$ cat src/rtl/sfifo_if_bridge.sv
// -----------------------------------------------------------------------------
// sfifo_if_bridge
//
// WISHBONE slave that bridges a small register map onto a sync-FIFO read port,
// a byte-wide mailbox, a set/reset DOUT command accumulator, a 32-bit DIN
// input and a bank of ADC channels. A base-period tick (bp_tick_i) drives a
// period counter, the underrun flag and the DOUT output update.
//
// Word map (wb_adr_i is the word offset):
//   0 BP_TICK (R)   1 CTRL (R/W)   2 SFIFO_DI (R)   3 DOUT (W)
//   4 DIN (R)       7 MBOX (W)     8+c ADC channel c (R)
//   Unmapped reads return 0; unmapped writes are acknowledged and ignored.
//
// Ports:
//   wb_clk_i, wb_rst_i    clock, synchronous active-high reset
//   wb_cyc_i .. wb_ack_o  WISHBONE slave (registered, single-cycle ack)
//   sfifo_rd_o            one-cycle pop strobe, coincident with SFIFO_DI ack
//   sfifo_empty_i/full_i  sync-FIFO status
//   sfifo_di              sync-FIFO head data
//   mbox_wr_o, mbox_do_o  mailbox byte write strobe and data
//   mbox_full_i/afull_i   mailbox status
//   bp_tick_i             base-period tick level
//   dout_set_o/dout_rst_o per-channel set/reset outputs, updated per period
//   din_i                 32-bit digital input
//   adc_i                 ADC_CH channels of ADC_W bits, channel c at [c*ADC_W +: ADC_W]
//   dbg_mbox_state        current mailbox FSM state (0 IDLE, 1 SEND)
//
// Configuration macro:
//   SFIFO_IF_DIN_LATCH_EN  defined: DIN reads din_i captured on each bp pulse.
//                          undefined: DIN reads din_i through a two-flop
//                          synchronizer.
// -----------------------------------------------------------------------------
module sfifo_if_bridge #(
    parameter int WB_AW    = 6,
    parameter int WB_DW    = 32,
    parameter int SFIFO_DW = 16,
    parameter int DOUT_W   = 16,
    parameter int ADC_CH   = 2,
    parameter int ADC_W    = 12
) (
    input  logic                    wb_clk_i,
    input  logic                    wb_rst_i,
    input  logic                    wb_cyc_i,
    input  logic                    wb_stb_i,
    input  logic                    wb_we_i,
    input  logic [3:0]              wb_sel_i,
    input  logic [WB_AW-3:0]        wb_adr_i,
    input  logic [WB_DW-1:0]        wb_dat_i,
    output logic [WB_DW-1:0]        wb_dat_o,
    output logic                    wb_ack_o,
    output logic                    sfifo_rd_o,
    input  logic                    sfifo_empty_i,
    input  logic                    sfifo_full_i,
    input  logic [SFIFO_DW-1:0]     sfifo_di,
    output logic                    mbox_wr_o,
    output logic [7:0]              mbox_do_o,
    input  logic                    mbox_full_i,
    input  logic                    mbox_afull_i,
    input  logic                    bp_tick_i,
    output logic [DOUT_W-1:0]       dout_set_o,
    output logic [DOUT_W-1:0]       dout_rst_o,
    input  logic [31:0]             din_i,
    input  logic [ADC_CH*ADC_W-1:0] adc_i,
    output logic [0:0]              dbg_mbox_state
);

    localparam int AW = WB_AW - 2;

    localparam logic [AW-1:0] A_BP    = AW'(0);
    localparam logic [AW-1:0] A_CTRL  = AW'(1);
    localparam logic [AW-1:0] A_SFIFO = AW'(2);
    localparam logic [AW-1:0] A_DOUT  = AW'(3);
    localparam logic [AW-1:0] A_DIN   = AW'(4);
    localparam logic [AW-1:0] A_MBOX  = AW'(7);

    localparam logic [0:0] ST_IDLE = 1'b0;
    localparam logic [0:0] ST_SEND = 1'b1;

    // -------------------------------------------------------------------------
    // Bus handshake. A request is cyc&stb; the slave answers with a registered
    // one-cycle ack in the cycle after the request is accepted. Acceptance is
    // withheld (the request simply waits, no ack) while a SFIFO_DI read finds
    // the FIFO empty, or while an MBOX write finds the mailbox busy or full.
    // Every side effect (pop, register write, mailbox latch) happens on the
    // same clock edge that raises ack, so each accepted access acts once.
    // -------------------------------------------------------------------------
    logic        bus_req;
    logic        hold;
    logic        ack_next;
    logic        rd_strobe;
    logic        wr_strobe;
    logic [0:0]  state;

    // The ~wb_ack_o term keeps the slave from re-accepting the same request
    // in the ack cycle, so ack never asserts on two consecutive cycles.
    assign bus_req   = wb_cyc_i & wb_stb_i & ~wb_ack_o;
    assign hold      = (~wb_we_i & (wb_adr_i == A_SFIFO) & sfifo_empty_i) |
                       ( wb_we_i & (wb_adr_i == A_MBOX) &
                        ((state != ST_IDLE) | mbox_full_i));
    assign ack_next  = bus_req & ~hold;
    assign rd_strobe = ack_next & ~wb_we_i;
    assign wr_strobe = ack_next &  wb_we_i;

    // -------------------------------------------------------------------------
    // Base-period tick: one input register, then a rising-edge detect on it.
    // -------------------------------------------------------------------------
    logic bp_q;
    logic bp_q2;
    logic bp_pulse;

    assign bp_pulse = bp_q & ~bp_q2;

    always_ff @(posedge wb_clk_i) begin
        if (wb_rst_i) begin
            bp_q  <= 1'b0;
            bp_q2 <= 1'b0;
        end else begin
            bp_q  <= bp_tick_i;
            bp_q2 <= bp_q;
        end
    end

    logic [31:0] bp_cnt;

    always_ff @(posedge wb_clk_i) begin
        if (wb_rst_i) begin
            bp_cnt <= 32'd0;
        end else if (bp_pulse) begin
            bp_cnt <= bp_cnt + 32'd1;
        end
    end

    // -------------------------------------------------------------------------
    // Underrun: sticky, set by a period tick that finds the FIFO empty,
    // cleared by writing 1 to CTRL bit 4. A set in the same cycle wins.
    // -------------------------------------------------------------------------
    logic underrun;
    logic ctrl_clr;

    assign ctrl_clr = wr_strobe & (wb_adr_i == A_CTRL) & wb_sel_i[0] & wb_dat_i[4];

    always_ff @(posedge wb_clk_i) begin
        if (wb_rst_i) begin
            underrun <= 1'b0;
        end else if (bp_pulse & sfifo_empty_i) begin
            underrun <= 1'b1;
        end else if (ctrl_clr) begin
            underrun <= 1'b0;
        end
    end

    // -------------------------------------------------------------------------
    // DIN source
    // -------------------------------------------------------------------------
    logic [31:0] din_q;

`ifdef SFIFO_IF_DIN_LATCH_EN
    always_ff @(posedge wb_clk_i) begin
        if (wb_rst_i) begin
            din_q <= 32'd0;
        end else if (bp_pulse) begin
            din_q <= din_i;
        end
    end
`else
    logic [31:0] din_meta;

    always_ff @(posedge wb_clk_i) begin
        if (wb_rst_i) begin
            din_meta <= 32'd0;
            din_q    <= 32'd0;
        end else begin
            din_meta <= din_i;
            din_q    <= din_meta;
        end
    end
`endif

    // -------------------------------------------------------------------------
    // DOUT command accumulators. A command carries valid/value/channel in the
    // top byte; the latest command for a channel within a period wins. At the
    // period tick the outputs take the accumulators, which restart empty; a
    // command accepted on that same edge lands in the fresh accumulators.
    // -------------------------------------------------------------------------
    logic              dout_cmd;
    logic [DOUT_W-1:0] ch_onehot;
    logic [DOUT_W-1:0] set_acc;
    logic [DOUT_W-1:0] rst_acc;
    logic [DOUT_W-1:0] set_acc_n;
    logic [DOUT_W-1:0] rst_acc_n;

    // One-hot is all-zero for a channel number at or beyond DOUT_W, which
    // makes such commands no-ops without a separate range check.
    always_comb begin
        ch_onehot = '0;
        for (int i = 0; i < DOUT_W; i++) begin
            if (wb_dat_i[29:24] == 6'(i)) begin
                ch_onehot[i] = 1'b1;
            end
        end
    end

    assign dout_cmd = wr_strobe & (wb_adr_i == A_DOUT) & wb_sel_i[3] & wb_dat_i[31];

    always_comb begin
        set_acc_n = bp_pulse ? '0 : set_acc;
        rst_acc_n = bp_pulse ? '0 : rst_acc;
        if (dout_cmd) begin
            if (wb_dat_i[30]) begin
                set_acc_n = set_acc_n |  ch_onehot;
                rst_acc_n = rst_acc_n & ~ch_onehot;
            end else begin
                set_acc_n = set_acc_n & ~ch_onehot;
                rst_acc_n = rst_acc_n |  ch_onehot;
            end
        end
    end

    always_ff @(posedge wb_clk_i) begin
        if (wb_rst_i) begin
            set_acc    <= '0;
            rst_acc    <= '0;
            dout_set_o <= '0;
            dout_rst_o <= '0;
        end else begin
            set_acc <= set_acc_n;
            rst_acc <= rst_acc_n;
            if (bp_pulse) begin
                dout_set_o <= set_acc;
                dout_rst_o <= rst_acc;
            end
        end
    end

    // -------------------------------------------------------------------------
    // Mailbox FSM. An accepted MBOX write latches the word and its byte
    // enables, then SEND streams the enabled lanes lowest first. The lane on
    // mbox_do_o is always the lowest still pending, so disabled lanes cost no
    // cycles. A byte retires only in a cycle where mbox_wr_o is high.
    // -------------------------------------------------------------------------
    logic [31:0] mbox_data;
    logic [3:0]  pend;
    logic [3:0]  pend_after;
    logic [1:0]  lane;
    logic        mbox_accept;

    assign mbox_accept = wr_strobe & (wb_adr_i == A_MBOX);

    always_comb begin
        lane = 2'd0;
        for (int i = 3; i >= 0; i--) begin
            if (pend[i]) begin
                lane = 2'(i);
            end
        end
    end

    always_comb begin
        case (lane)
            2'd0:    mbox_do_o = mbox_data[7:0];
            2'd1:    mbox_do_o = mbox_data[15:8];
            2'd2:    mbox_do_o = mbox_data[23:16];
            default: mbox_do_o = mbox_data[31:24];
        endcase
    end

    assign pend_after     = pend & ~(4'b0001 << lane);
    assign mbox_wr_o      = (state == ST_SEND) & ~mbox_full_i;
    assign dbg_mbox_state = state;

    always_ff @(posedge wb_clk_i) begin
        if (wb_rst_i) begin
            state     <= ST_IDLE;
            pend      <= 4'd0;
            mbox_data <= 32'd0;
        end else begin
            case (state)
                ST_IDLE: begin
                    // A write with no lanes enabled is acked and does nothing.
                    if (mbox_accept && (wb_sel_i != 4'd0)) begin
                        mbox_data <= wb_dat_i[31:0];
                        pend      <= wb_sel_i;
                        state     <= ST_SEND;
                    end
                end
                default: begin
                    if (mbox_wr_o) begin
                        pend <= pend_after;
                        if (pend_after == 4'd0) begin
                            state <= ST_IDLE;
                        end
                    end
                end
            endcase
        end
    end

    // -------------------------------------------------------------------------
    // Read data mux. Narrow sources are left-justified in the 32-bit word.
    // -------------------------------------------------------------------------
    logic [31:0] rd_word;

    always_comb begin
        rd_word = 32'd0;
        case (wb_adr_i)
            A_BP:    rd_word = bp_cnt;
            A_CTRL:  rd_word = {27'd0, underrun, mbox_afull_i, mbox_full_i,
                                sfifo_full_i, sfifo_empty_i};
            A_SFIFO: rd_word = 32'(sfifo_di) << (32 - SFIFO_DW);
            A_DIN:   rd_word = din_q;
            default: begin
                for (int c = 0; c < ADC_CH; c++) begin
                    if (wb_adr_i == AW'(8 + c)) begin
                        rd_word = 32'(adc_i[c*ADC_W +: ADC_W]) << (32 - ADC_W);
                    end
                end
            end
        endcase
    end

    always_ff @(posedge wb_clk_i) begin
        if (wb_rst_i) begin
            wb_ack_o   <= 1'b0;
            sfifo_rd_o <= 1'b0;
            wb_dat_o   <= '0;
        end else begin
            wb_ack_o   <= ack_next;
            sfifo_rd_o <= rd_strobe & (wb_adr_i == A_SFIFO);
            wb_dat_o   <= rd_strobe ? WB_DW'(rd_word) : '0;
        end
    end

endmodule

$ cat config.mk
export PLATFORM = sky130hd
export DESIGN_NAME = sfifo_if_bridge
export DESIGN_NICKNAME = d
export VERILOG_FILES = /design/src/rtl/sfifo_if_bridge.sv
export SDC_FILE = /design/constraint.sdc
export NUM_CORES = 1
export LEC_CHECK = 0
export CAP_MARGIN = 25
export CORE_MARGIN = 3
export CORE_UTILIZATION = 40
export CTS_CLUSTER_SIZE = 30
export DETAILED_ROUTE_END_ITERATION = 12
export GPL_TIMING_DRIVEN = 0
export PLACE_DENSITY = 0.68
export SKIP_CTS_REPAIR_TIMING = 1
export SKIP_LAST_GASP = 1
export SYNTH_ARGS = -nofsm -noshare
export SYNTH_HDL_FRONTEND = slang
export SYNTH_SLANG_ARGS = --single-unit
$ cat constraint.sdc
create_clock -name wb_clk_i -period 2.2 [get_ports wb_clk_i]
set_clock_uncertainty 0.1 [all_clocks]
set_input_delay 0.44 -clock wb_clk_i [delete_from_list [all_inputs] [get_ports wb_clk_i]]
set_output_delay 0.44 -clock wb_clk_i [all_outputs]
set_load 0.05 [all_outputs]
==> metrics.md, run 1 <==
| Metric | Value |
|---|---|
| Status | `complete, but fails checks` |
| Failing checks | `negative setup slack` |
| Clock latency on the worst-skew pair | `510 ps` |
| Post-synth top cells | `dfxtp_1 (234), nand2_1 (159), a21oi_1 (89)` |
| Initial Utilization | `0.413` |
| Primary FF master, synth | `dfxtp_1` |
| Syn. warnings | `0` |
| Final min period | `2390 ps` |
| Post-synth ARST share | `0` |
| DRT Pass-1 Iters | `6` |
| CTS Buf Count | `25` |
| # clock sinks | `234` |
| Clk buf depth | `3` |
| EDFF count, synth | `0` |
| Overall die area | `23900 um2` |
| Req. time, crit path | `1660 ps` |
| Final WS setup | `-192 ps` |
| Worst setup SP type | `register` |
| Hold Crit Class | `reg -> reg` |
| # rows | `53` |
| Cell area after synthesis | `8820 um2` |
| Most frequent cell after synthesis | `dfxtp_1` |
| Placed Area | `11100 um2` |
| CP cell instances | `nor3_4 -> and2_4 -> buf_6 -> a22oi_2 -> o21ai_2 -> clkbuf_4` |
| Share of the synthesized area in the top cell type | `0.531` |
| Chip width | `154 um` |
| 1st-iter DRT viols | `504` |
| Largest net degree at the start of global routing | `14` |
| Area grow syn2layout | `41.8%` |
| Port Buffers | `195` |
| Routed length per instance | `17.7 um` |
| CTS tree | `built` |
| Critical path's top delay family | `simple AND/OR/NAND/NOR gates` |
| Sequential Power Share | `0.467` |
| Crit path largest cell delay | `380 ps` |
| Top Ports | `198` |
| Core area | `21400 um2` |
| Unrepaired setup endpoints after global routing | `yes` |
| Worst path arrival time | `1850 ps` |
| Critical Path Fanout Max | `7` |
| Top post-synthesis cells by area | `dfxtp_1 (53%), nand2_1 (6.8%), nor2b_1 (5.6%)` |
| GRT Overall Usage | `0.206` |
| Synth Instances | `944` |
| Worst setup EP type | `primary output` |
| Layout Nets | `1302` |
| Detailed placer's ending HPWL | `18.6 mm` |
| Setup CP Type | `reg -> out` |
| Yosys top cell by area | `dfxtp_1` |
| Vias post-DR | `7688` |
| Sw Ratio | `0.208` |
| PD cells | `739 nW/um2` |
| Slew HR | `0.485` |
| Synth cell types | `54` |
| Global-route wire length before repair | `40.0 mm` |
| Layout cell share with drive strength beyond 1 | `0.130` |
| Crit share post-route | `1.09` |
| Hold Fails Final Rpt | `0` |
| Clk network pwr share | `0.475` |
| Leak Pwr | `5.34 nW` |
| Vias in the first global route | `7363` |
| Initial antenna violation count | `0` |
| WP buf/inv | `2` |
| Drt total wl | `26.0 mm` |
| VDD IR max | `0.557 mV` |
| Mapped Nets | `1067` |
| Min Hold Slack | `332 ps` |
| Slew Limit Fails | `0` |
| Clock H-tree levels | `1` |
| Vias per cell | `5.23` |
| Clock root cell | `clkbuf_16` |
| Net Sw Power | `1.92 mW` |
| Internal | `7.33 mW` |
| Actual slew at the worst max-slew pin | `762 ps` |
| Height of the die | `154 um` |
| Clock Pin Slew Worst Setup and Hold Paths | `60 ps` |
| Synthesized flop and latch total | `234` |
| Max_cap viols | `0` |
| Mapped Avg Cell Area | `9.34 um2` |
| Logic pwr share | `0.059` |
| Final setup fails | `10` |
| Slowest cell on crit path | `dfxtp_4` |
| Antenna Cells | `0` |
| Final ANT Viol Nets | `0` |
| Core Util, Final | `0.586` |
| GP Congestion | `0.843` |
| Total grt overflow | `0` |
| Drc violations | `0` |
| Finished layout cell area | `12500 um2` |
| Fillers | `1913` |
| Seq/Total Area, Yosys | `0.531` |
| Max frequency | `418 MHz` |
==> cell usage in the layout, fill, tap and decap left out, types with 13 or more instances in the layout <==
cell,netlist,final
nand2_1,159,156
a21oi_1,89,85
clkbuf_16,0,25
nor2b_1,79,78
clkdlybuf4s50_1,0,135
clkbuf_1,50,43
nor2_1,51,51
buf_4,0,15
dlymetal6s2s_1,0,51
mux2i_1,46,46
nand4_1,13,13
dfxtp_1,234,222
a222oi_1,16,16
nand3_1,16,16
a22oi_1,40,35
==> flip-flops by register name, indices dropped and copies added (netlist names) <==
register	flops
din_q	32
pend	4
dbg_mbox_state	1
set_acc	16
wb_dat_o	32
bp_cnt	32
dout_set_o	16
bp_q	1
dout_rst_o	16
rst_acc	16
sfifo_rd_o	1
mbox_data	32
din_meta	32
wb_ack_o	1
underrun	1
bp_q2	1
==> routing by layer <==
| metal | vias up | GRT usage | routed length, um |
|---|---|---|---|
| li1 | 3763 | - | - |
| met1 | 3647 | 0.292 | 11700 |
| met2 | 239 | 0.326 | 12000 |
| met3 | 39 | 0.0400 | 1900 |
| met4 | 0 | 0.0463 | 496 |
| met5 | - | 0 | 0 |
==> layout make-up <==
class | instances | area, um2 | share of cell area
buffer | 64 | 327 | 0.0261
timing repair buffer | 210 | 2200 | 0.176
tap | 275 | 344 | 0.0275
inverter | 4 | 15.0 | 0.00120
multi-input combinational | 640 | 4040 | 0.323
clock inverter | 6 | 130 | 0.0104
sequential | 234 | 4710 | 0.377
clock buffer | 38 | 734 | 0.0587
==> per-stage QoR <==
stage | power (mW) | instances | setup slack (ps) | setup TNS [ps]
6_report | 9.25 | 1471 | -192 | -962
3_3_place_gp | 4.94 | 1414 | -1040 | -104290
3_5_place_dp | 4.95 | 1414 | -1020 | -106050
4_1_cts | 9.32 | 1458 | -1330 | -33770
2_1_floorplan | 4.61 | 944 | -164 | -648
5_1_grt | 9.55 | 1471 | -258 | -1950
==> power by group through the flow <==
stage	Sequential [mW]	Clock (mW)	Combinational, mW
finish	4.32	4.39	0.545
global placement	4.41	0	0.527
global route	4.32	4.64	0.587
CTS	4.32	4.46	0.533
detailed placement	4.42	0	0.529
floorplan	4.42	0	0.198
==> final timing paths <==
| kind | from | to | slack [ps] | cells past startpoint |
|---|---|---|---|---|
| setup / recovery | pend[2] | mbox_do_o[3] | -190 | 6 |
| hold / removal | din_meta[18] | din_q[18] | 330 | 1 |
| setup reg to reg | bp_cnt[11] | bp_cnt[30] | -20 | 6 |
| hold reg to reg | din_meta[18] | din_q[18] | 330 | 1 |
==> logic make-up (layout without fill, tap and decap cells) <==
family	Yosys count	count (layout)	synth area share
flops	234	234	0.531
fa+ha+maj	1	1	0.00142
simple gates	397	397	0.235
xor+xnor	10	10	0.00993
buf+inv	70	322	0.0350
compound gates	181	181	0.129
mux	51	51	0.0586
Note: power is estimated with default switching activity, not from simulation.
==> inputs of run 2 (changes only) <==
Settings changed: PLACE_DENSITY 0.68 to default, PLACE_DENSITY_LB_ADDON from default to 0.15.
Clock period 2.2 ns to 2.42 ns, I/O delays scaled along.
==> run 2 against run 1 <==
The run now ends clean. Die area unchanged. Worst hold slack about the same. Global-route usage down 0.72 points. Critical endpoint unchanged. Largest power group unchanged.
==> metrics.md, run 2 (same netlist as run 1, synthesis figures left out) <==
| Metric | Value |
|---|---|
| Status | `finished clean (was complete, but fails checks)` |
| Vias in the first global route | `7142 (was 7363)` |
| Clock Pin Slew Worst Setup and Hold Paths | `60 ps (about the same)` |
| Worst setup EP type | `primary output (unchanged)` |
| 1st-iter DRT viols | `428 (was 504)` |
| Overall die area | `23900 um2 (unchanged)` |
| Commonest non-fill, non-tap cell in the layout | `dfxtp_1 (unchanged)` |
| Chip width | `154 um (unchanged)` |
| Cell Count, Final, Fillers Out | `1465 (was 1471)` |
| Sw Ratio | `0.211 (was 0.208)` |
| Initial Utilization | `0.413 (unchanged)` |
| VDD IR max | `0.597 mV (was 0.557 mV)` |
| Drc violations | `0 (unchanged)` |
| Actual slew at the worst max-slew pin | `737 ps (was 762 ps)` |
| Unrepaired setup endpoints after global routing | `yes (unchanged)` |
| Initial antenna violation count | `0 (unchanged)` |
| Max_cap viols | `0 (unchanged)` |
| Multi-input gate area in the final layout | `3920 um2 (was 4040 um2)` |
| Antenna Cells | `0 (unchanged)` |
| Req. time, crit path | `1840 ps (was 1660 ps)` |
| Clk network pwr share | `0.475 (about the same)` |
| # rows | `53 (unchanged)` |
| Min Hold Slack | `332 ps (about the same)` |
| Detailed placer's ending HPWL | `17.9 mm (was 18.6 mm)` |
| Final setup fails | `0 (was 10)` |
| Largest net degree at the start of global routing | `13 (was 14)` |
| GP Congestion | `0.828 (was 0.843)` |
| Core area | `21400 um2 (unchanged)` |
| Layout Nets | `1295 (was 1302)` |
| GRT Overall Usage | `0.199 (was 0.206)` |
| Crit share post-route | `0.998` |
| CTS Buf Count | `26 (was 25)` |
| Final min period | `2410 ps` |
| Slew Limit Fails | `0 (unchanged)` |
| Area grow syn2layout | `37.9% (was 41.8%)` |
| DRT Pass-1 Iters | `8 (was 6)` |
| Max frequency | `414 MHz` |
| Vias per cell | `5.15 (was 5.23)` |
| Clk buf depth | `3 (unchanged)` |
| Storage cell area | `4690 um2 (was 4710 um2)` |
| Clock root cell | `clkbuf_16 (unchanged)` |
| Total grt overflow | `0 (unchanged)` |
| Internal | `6.63 mW (was 7.33 mW)` |
| Height of the die | `154 um (unchanged)` |
| Fillers | `1977 (was 1913)` |
| Port Buffers | `195 (unchanged)` |
| Drt total wl | `25.0 mm (was 26.0 mm)` |
| Routed length per instance | `17.1 um (was 17.7 um)` |
| Worst setup SP type | `register (unchanged)` |
| Vias post-DR | `7550 (was 7688)` |
| # clock sinks | `234 (unchanged)` |
| Most frequent cells in the layout | `dfxtp_1 (230), clkdlybuf4s50_1 (184), nand2_1 (159) (was dfxtp_1 (222), nand2_1 (156), clkdlybuf4s50_1 (135))` |
| Clock latency on the worst-skew pair | `520 ps (was 510 ps)` |
| Top Ports | `198 (unchanged)` |
| CTS tree | `built (unchanged)` |
| Logic pwr share | `0.058 (was 0.059)` |
| Global-route wire length before repair | `38.5 mm (was 40.0 mm)` |
| Net Sw Power | `1.77 mW (was 1.92 mW)` |
| Final ANT Viol Nets | `0 (unchanged)` |
| Dpl cells | `1414 (unchanged)` |
| Setup TNS | `0 ps (was -962 ps)` |
| Placed Area | `11100 um2 (about the same)` |
| Hold Fails Final Rpt | `0 (unchanged)` |
| PD cells | `691 nW/um2 (was 739 nW/um2)` |
| Leak Pwr | `4.32 nW (was 5.34 nW)` |
| Sequential Power Share | `0.467 (about the same)` |
| Layout cell share with drive strength beyond 1 | `0.0941 (was 0.130)` |
| Critical Path Fanout Max | `10 (was 7)` |
| Clock H-tree levels | `1 (unchanged)` |
| Slew HR | `0.508 (was 0.485)` |
| Worst path arrival time | `1830 ps (was 1850 ps)` |
| Hold Crit Class | `reg -> reg (unchanged)` |
| Setup CP Type | `reg -> out (unchanged)` |
| Finished layout cell area | `12200 um2 (was 12500 um2)` |
## run 2: cell count changes in the layout (fill, tap and decap cells not counted), sizes merged
cell,previous run,this run
buf,36,28
bufinv,4,3
clkdlybuf4s50,135,184
clkinv,2,5
dlymetal6s2s,51,2
## run 2: power groups by stage
stage	logic (mW)	registers [mW]	clock network, mW
global placement	0.477	4.01	0
floorplan	0.180	4.01	0
global route	0.524	3.93	4.23
CTS	0.482	3.93	4.07
detailed placement	0.479	4.01	0
finish	0.485	3.93	3.99
## run 2: layout make-up
type / instances / share of cell area
buffer: 64 / 0.0255
clock buffer: 38 / 0.0622
clock inverter: 8 / 0.00946
inverter: 4 / 0.00123
multi-input combinational: 640 / 0.322
sequential: 234 / 0.386
tap: 275 / 0.0283
timing repair buffer: 202 / 0.165
## run 2: metal layers
metal  wire length (um)  up-vias  track usage  part of all wire
met3               1600       28       0.0355             0.064
met5                  0        -            0                 0
li1                   -     3761            -                 -
met4                363        0       0.0421             0.015
met1              11800     3545        0.286              0.47
met2              11200      216        0.314              0.45
## run 2: through the flow
step           total power, mW  worst slack (ps)  utilization
2_1_floorplan             4.19              12.5            -
3_3_place_gp              4.49              -923        0.521
3_5_place_dp              4.49              -906        0.521
4_1_cts                   8.48             -1220        0.561
5_1_grt                   8.69              -105        0.570
6_report                  8.40              5.22        0.570
## run 2: final timing paths
path	cells past startpoint	endpoint	slack (ps)	startpoint
worst max-delay path	6	mbox_do_o[3]	5	pend[2]
worst min-delay path	1	din_q[2]	330	din_meta[2]
worst max register to register	6	bp_cnt[30]	120	bp_cnt[5]
worst min register to register	1	din_q[2]	330	din_meta[2]
## run 2: critical path, cell delays in order (launching register included)
cell and delay [ps]:
dfxtp_2 370, nor3_4 220, and2_4 190, buf_6 130, a22oi_1 80, o21ai_1 130, buf_6 190
==> inputs of run 3 (changes only) <==
Settings changed: CAP_MARGIN 25 to default, CORE_MARGIN 3 to 2.
==> run 3 against run 2 <==
The run now ends with negative setup slack left. Via count hardly changed. Clock-buffer cell count is 2 higher. Register-to-register slack better by 30 ps. Flip-flop and latch count stayed put. Worst hold slack hardly changed. Worst setup slack worse by 12 ps. Combinational power is 1% lower. Sequential share of layout area is 0.38 points higher. Non-clock buffer count is 2 lower. Fmax is 0.50% lower. Critical path type unchanged. Power is 4.1% lower.
==> metrics.md, run 3 (same netlist as run 1, synthesis figures left out) <==
| Metric | Value |
|---|---|
| Final ANT Viol Nets | `0 (unchanged)` |
| DRT Pass-1 Iters | `5 (was 8)` |
| Drt total wl | `24.3 mm (was 25.0 mm)` |
| Min Hold Slack | `332 ps (about the same)` |
| Commonest non-fill, non-tap cell in the layout | `dfxtp_1 (unchanged)` |
| Overall die area | `23300 um2 (was 23900 um2)` |
| Crit path largest cell delay | `370 ps (about the same)` |
| Initial Utilization | `0.405 (was 0.413)` |
| Met3 wire len | `1.35 mm (was 1.60 mm)` |
| Finished layout cell area | `12100 um2 (was 12200 um2)` |
| Max frequency | `412 MHz (was 414 MHz)` |
| Top Ports | `198 (unchanged)` |
| # rows | `54 (was 53)` |
| Setup TNS | `-6.93 ps (was 0 ps)` |
| Slew Limit Fails | `0 (unchanged)` |
| Detailed placer's ending HPWL | `17.6 mm (was 17.9 mm)` |
| Max_cap viols | `0 (unchanged)` |
| Unrepaired setup endpoints after global routing | `yes (unchanged)` |
| Dpl cells | `1419 (was 1414)` |
| Clock Pin Slew Worst Setup and Hold Paths | `60 ps (about the same)` |
| Largest net degree at the start of global routing | `14 (was 13)` |
| Port Buffers | `195 (unchanged)` |
| Final setup fails | `1 (was 0)` |
| Total grt overflow | `0 (unchanged)` |
| Status | `complete, but fails checks (was finished clean)` |
| CTS tree | `built (unchanged)` |
| Vias in the first global route | `7281 (was 7142)` |
| Area grow syn2layout | `36.7% (was 37.9%)` |
| Critical Path Fanout Max | `7 (was 10)` |
| Vias per cell | `5.15 (about the same)` |
| CP cell instances | `nor3_4 -> and2_4 -> buf_6 -> a22oi_1 -> o21ai_1 -> buf_6 (unchanged)` |
| Placed Area | `11100 um2 (about the same)` |
| WL met1 | `11.7 mm (was 11.8 mm)` |
| Met2 wire length | `10.8 mm (was 11.2 mm)` |
| Failing checks | `negative setup slack` |
| Hold Fails Final Rpt | `0 (unchanged)` |
| Slowest cell on crit path | `dfxtp_4 (was dfxtp_2)` |
| Storage cell area | `4700 um2 (was 4690 um2)` |
| Actual slew at the worst max-slew pin | `745 ps (was 737 ps)` |
| CTS Buf Count | `25 (was 26)` |
| Slew HR | `0.503 (was 0.508)` |
| VDD IR max | `0.430 mV (was 0.597 mV)` |
| Multi-input gate area in the final layout | `3920 um2 (about the same)` |
| Core Util, Final | `0.554 (was 0.570)` |
| Worst path arrival time | `1840 ps (was 1830 ps)` |
| Vias post-DR | `7547 (was 7550)` |
| Leak Pwr | `4.26 nW (was 4.32 nW)` |
| Critical path's most frequent cell | `buf_6 (unchanged)` |
| # clock sinks | `234 (unchanged)` |
| Routed length per instance | `16.6 um (was 17.1 um)` |
| GP Congestion | `0.821 (was 0.828)` |
| Final min period | `2430 ps (was 2410 ps)` |
| WP buf/inv | `2 (unchanged)` |
| Layout cell share with drive strength beyond 1 | `0.0927 (was 0.0941)` |
| Cell Count, Final, Fillers Out | `1466 (was 1465)` |
| Worst setup EP type | `primary output (unchanged)` |
| Critical path's top delay family | `simple AND/OR/NAND/NOR gates (unchanged)` |
| Layout Nets | `1292 (was 1295)` |
| Setup CP Type | `reg -> out (unchanged)` |
| Fillers | `2010 (was 1977)` |
| Hold Crit Class | `reg -> reg (unchanged)` |
| Clock root cell | `clkbuf_16 (unchanged)` |
| Worst setup SP type | `register (unchanged)` |
| GRT Overall Usage | `0.201 (was 0.199)` |
| Clock latency on the worst-skew pair | `520 ps (about the same)` |
| Chip width | `152 um (was 154 um)` |
| Final WS setup | `-6.93 ps (was 5.22 ps)` |
| Clock H-tree levels | `1 (unchanged)` |
| 1st-iter DRT viols | `475 (was 428)` |
| Most frequent cells in the layout | `dfxtp_1 (227), clkdlybuf4s50_1 (184), nand2_1 (159) (was dfxtp_1 (230), clkdlybuf4s50_1 (184), nand2_1 (159))` |
| Antenna Cells | `0 (unchanged)` |
| Initial antenna violation count | `0 (unchanged)` |
| Height of the die | `152 um (was 154 um)` |
| Clk buf depth | `3 (unchanged)` |
| Drc violations | `0 (unchanged)` |
| Req. time, crit path | `1840 ps (about the same)` |
| Top Metal Used | `met4 (unchanged)` |
| Core area | `21800 um2 (was 21400 um2)` |
| Crit share post-route | `1.00 (was 0.998)` |
| Global-route wire length before repair | `38.3 mm (was 38.5 mm)` |
| PD cells | `669 nW/um2 (was 691 nW/um2)` |
## run 3: cell type report
class                           count  share of cell area
Sequential cell                   234               0.390
Multi-Input combinational cell    640               0.325
Timing Repair Buffer              200               0.164
Clock buffer                       40              0.0607
Tap cell                          280              0.0291
Buffer                             64              0.0259
Clock inverter                      4             0.00425
Inverter                            4             0.00125
## run 3: worst paths after layout
| kind | from | to | slack [ps] | cells after the start |
|---|---|---|---|---|
| setup / recovery | pend[2] | mbox_do_o[3] | -7 | 6 |
| hold reg to reg | din_meta[26] | din_q[26] | 330 | 1 |
| hold / removal | din_meta[26] | din_q[26] | 330 | 1 |
| setup reg to reg | bp_cnt[8] | bp_cnt[30] | 150 | 6 |
## run 3: worst reg2reg max path, stage by stage (launching register included)
cell     delay (ps)
dfxtp_1         440
nand4_2         170
or4_1           550
buf_2           190
buf_6           150
or4_1           460
a21oi_1         150
## run 3: through the flow
stage          worst slack, ps  total power, mW
4_1_cts                  -1190             8.14
6_report                 -6.93             8.06
3_5_place_dp              -837             4.49
2_1_floorplan             12.5             4.19
3_3_place_gp              -817             4.49
5_1_grt                  -51.0             8.35
## run 3: report_power, final
| part | switching [mW] | internal [mW] | total, mW |
|---|---|---|---|
| clock | 1.49 | 2.17 | 3.66 |
| combinational | 0.228 | 0.252 | 0.479 |
| sequential | 0.0178 | 3.91 | 3.93 |
## run 3: per-layer routing
layer / up-vias / GRT usage
met1: 3531 / 0.286
met5: - / 0
met3: 34 / 0.0378
li1: 3760 / -
met2: 222 / 0.319
met4: 0 / 0.0463
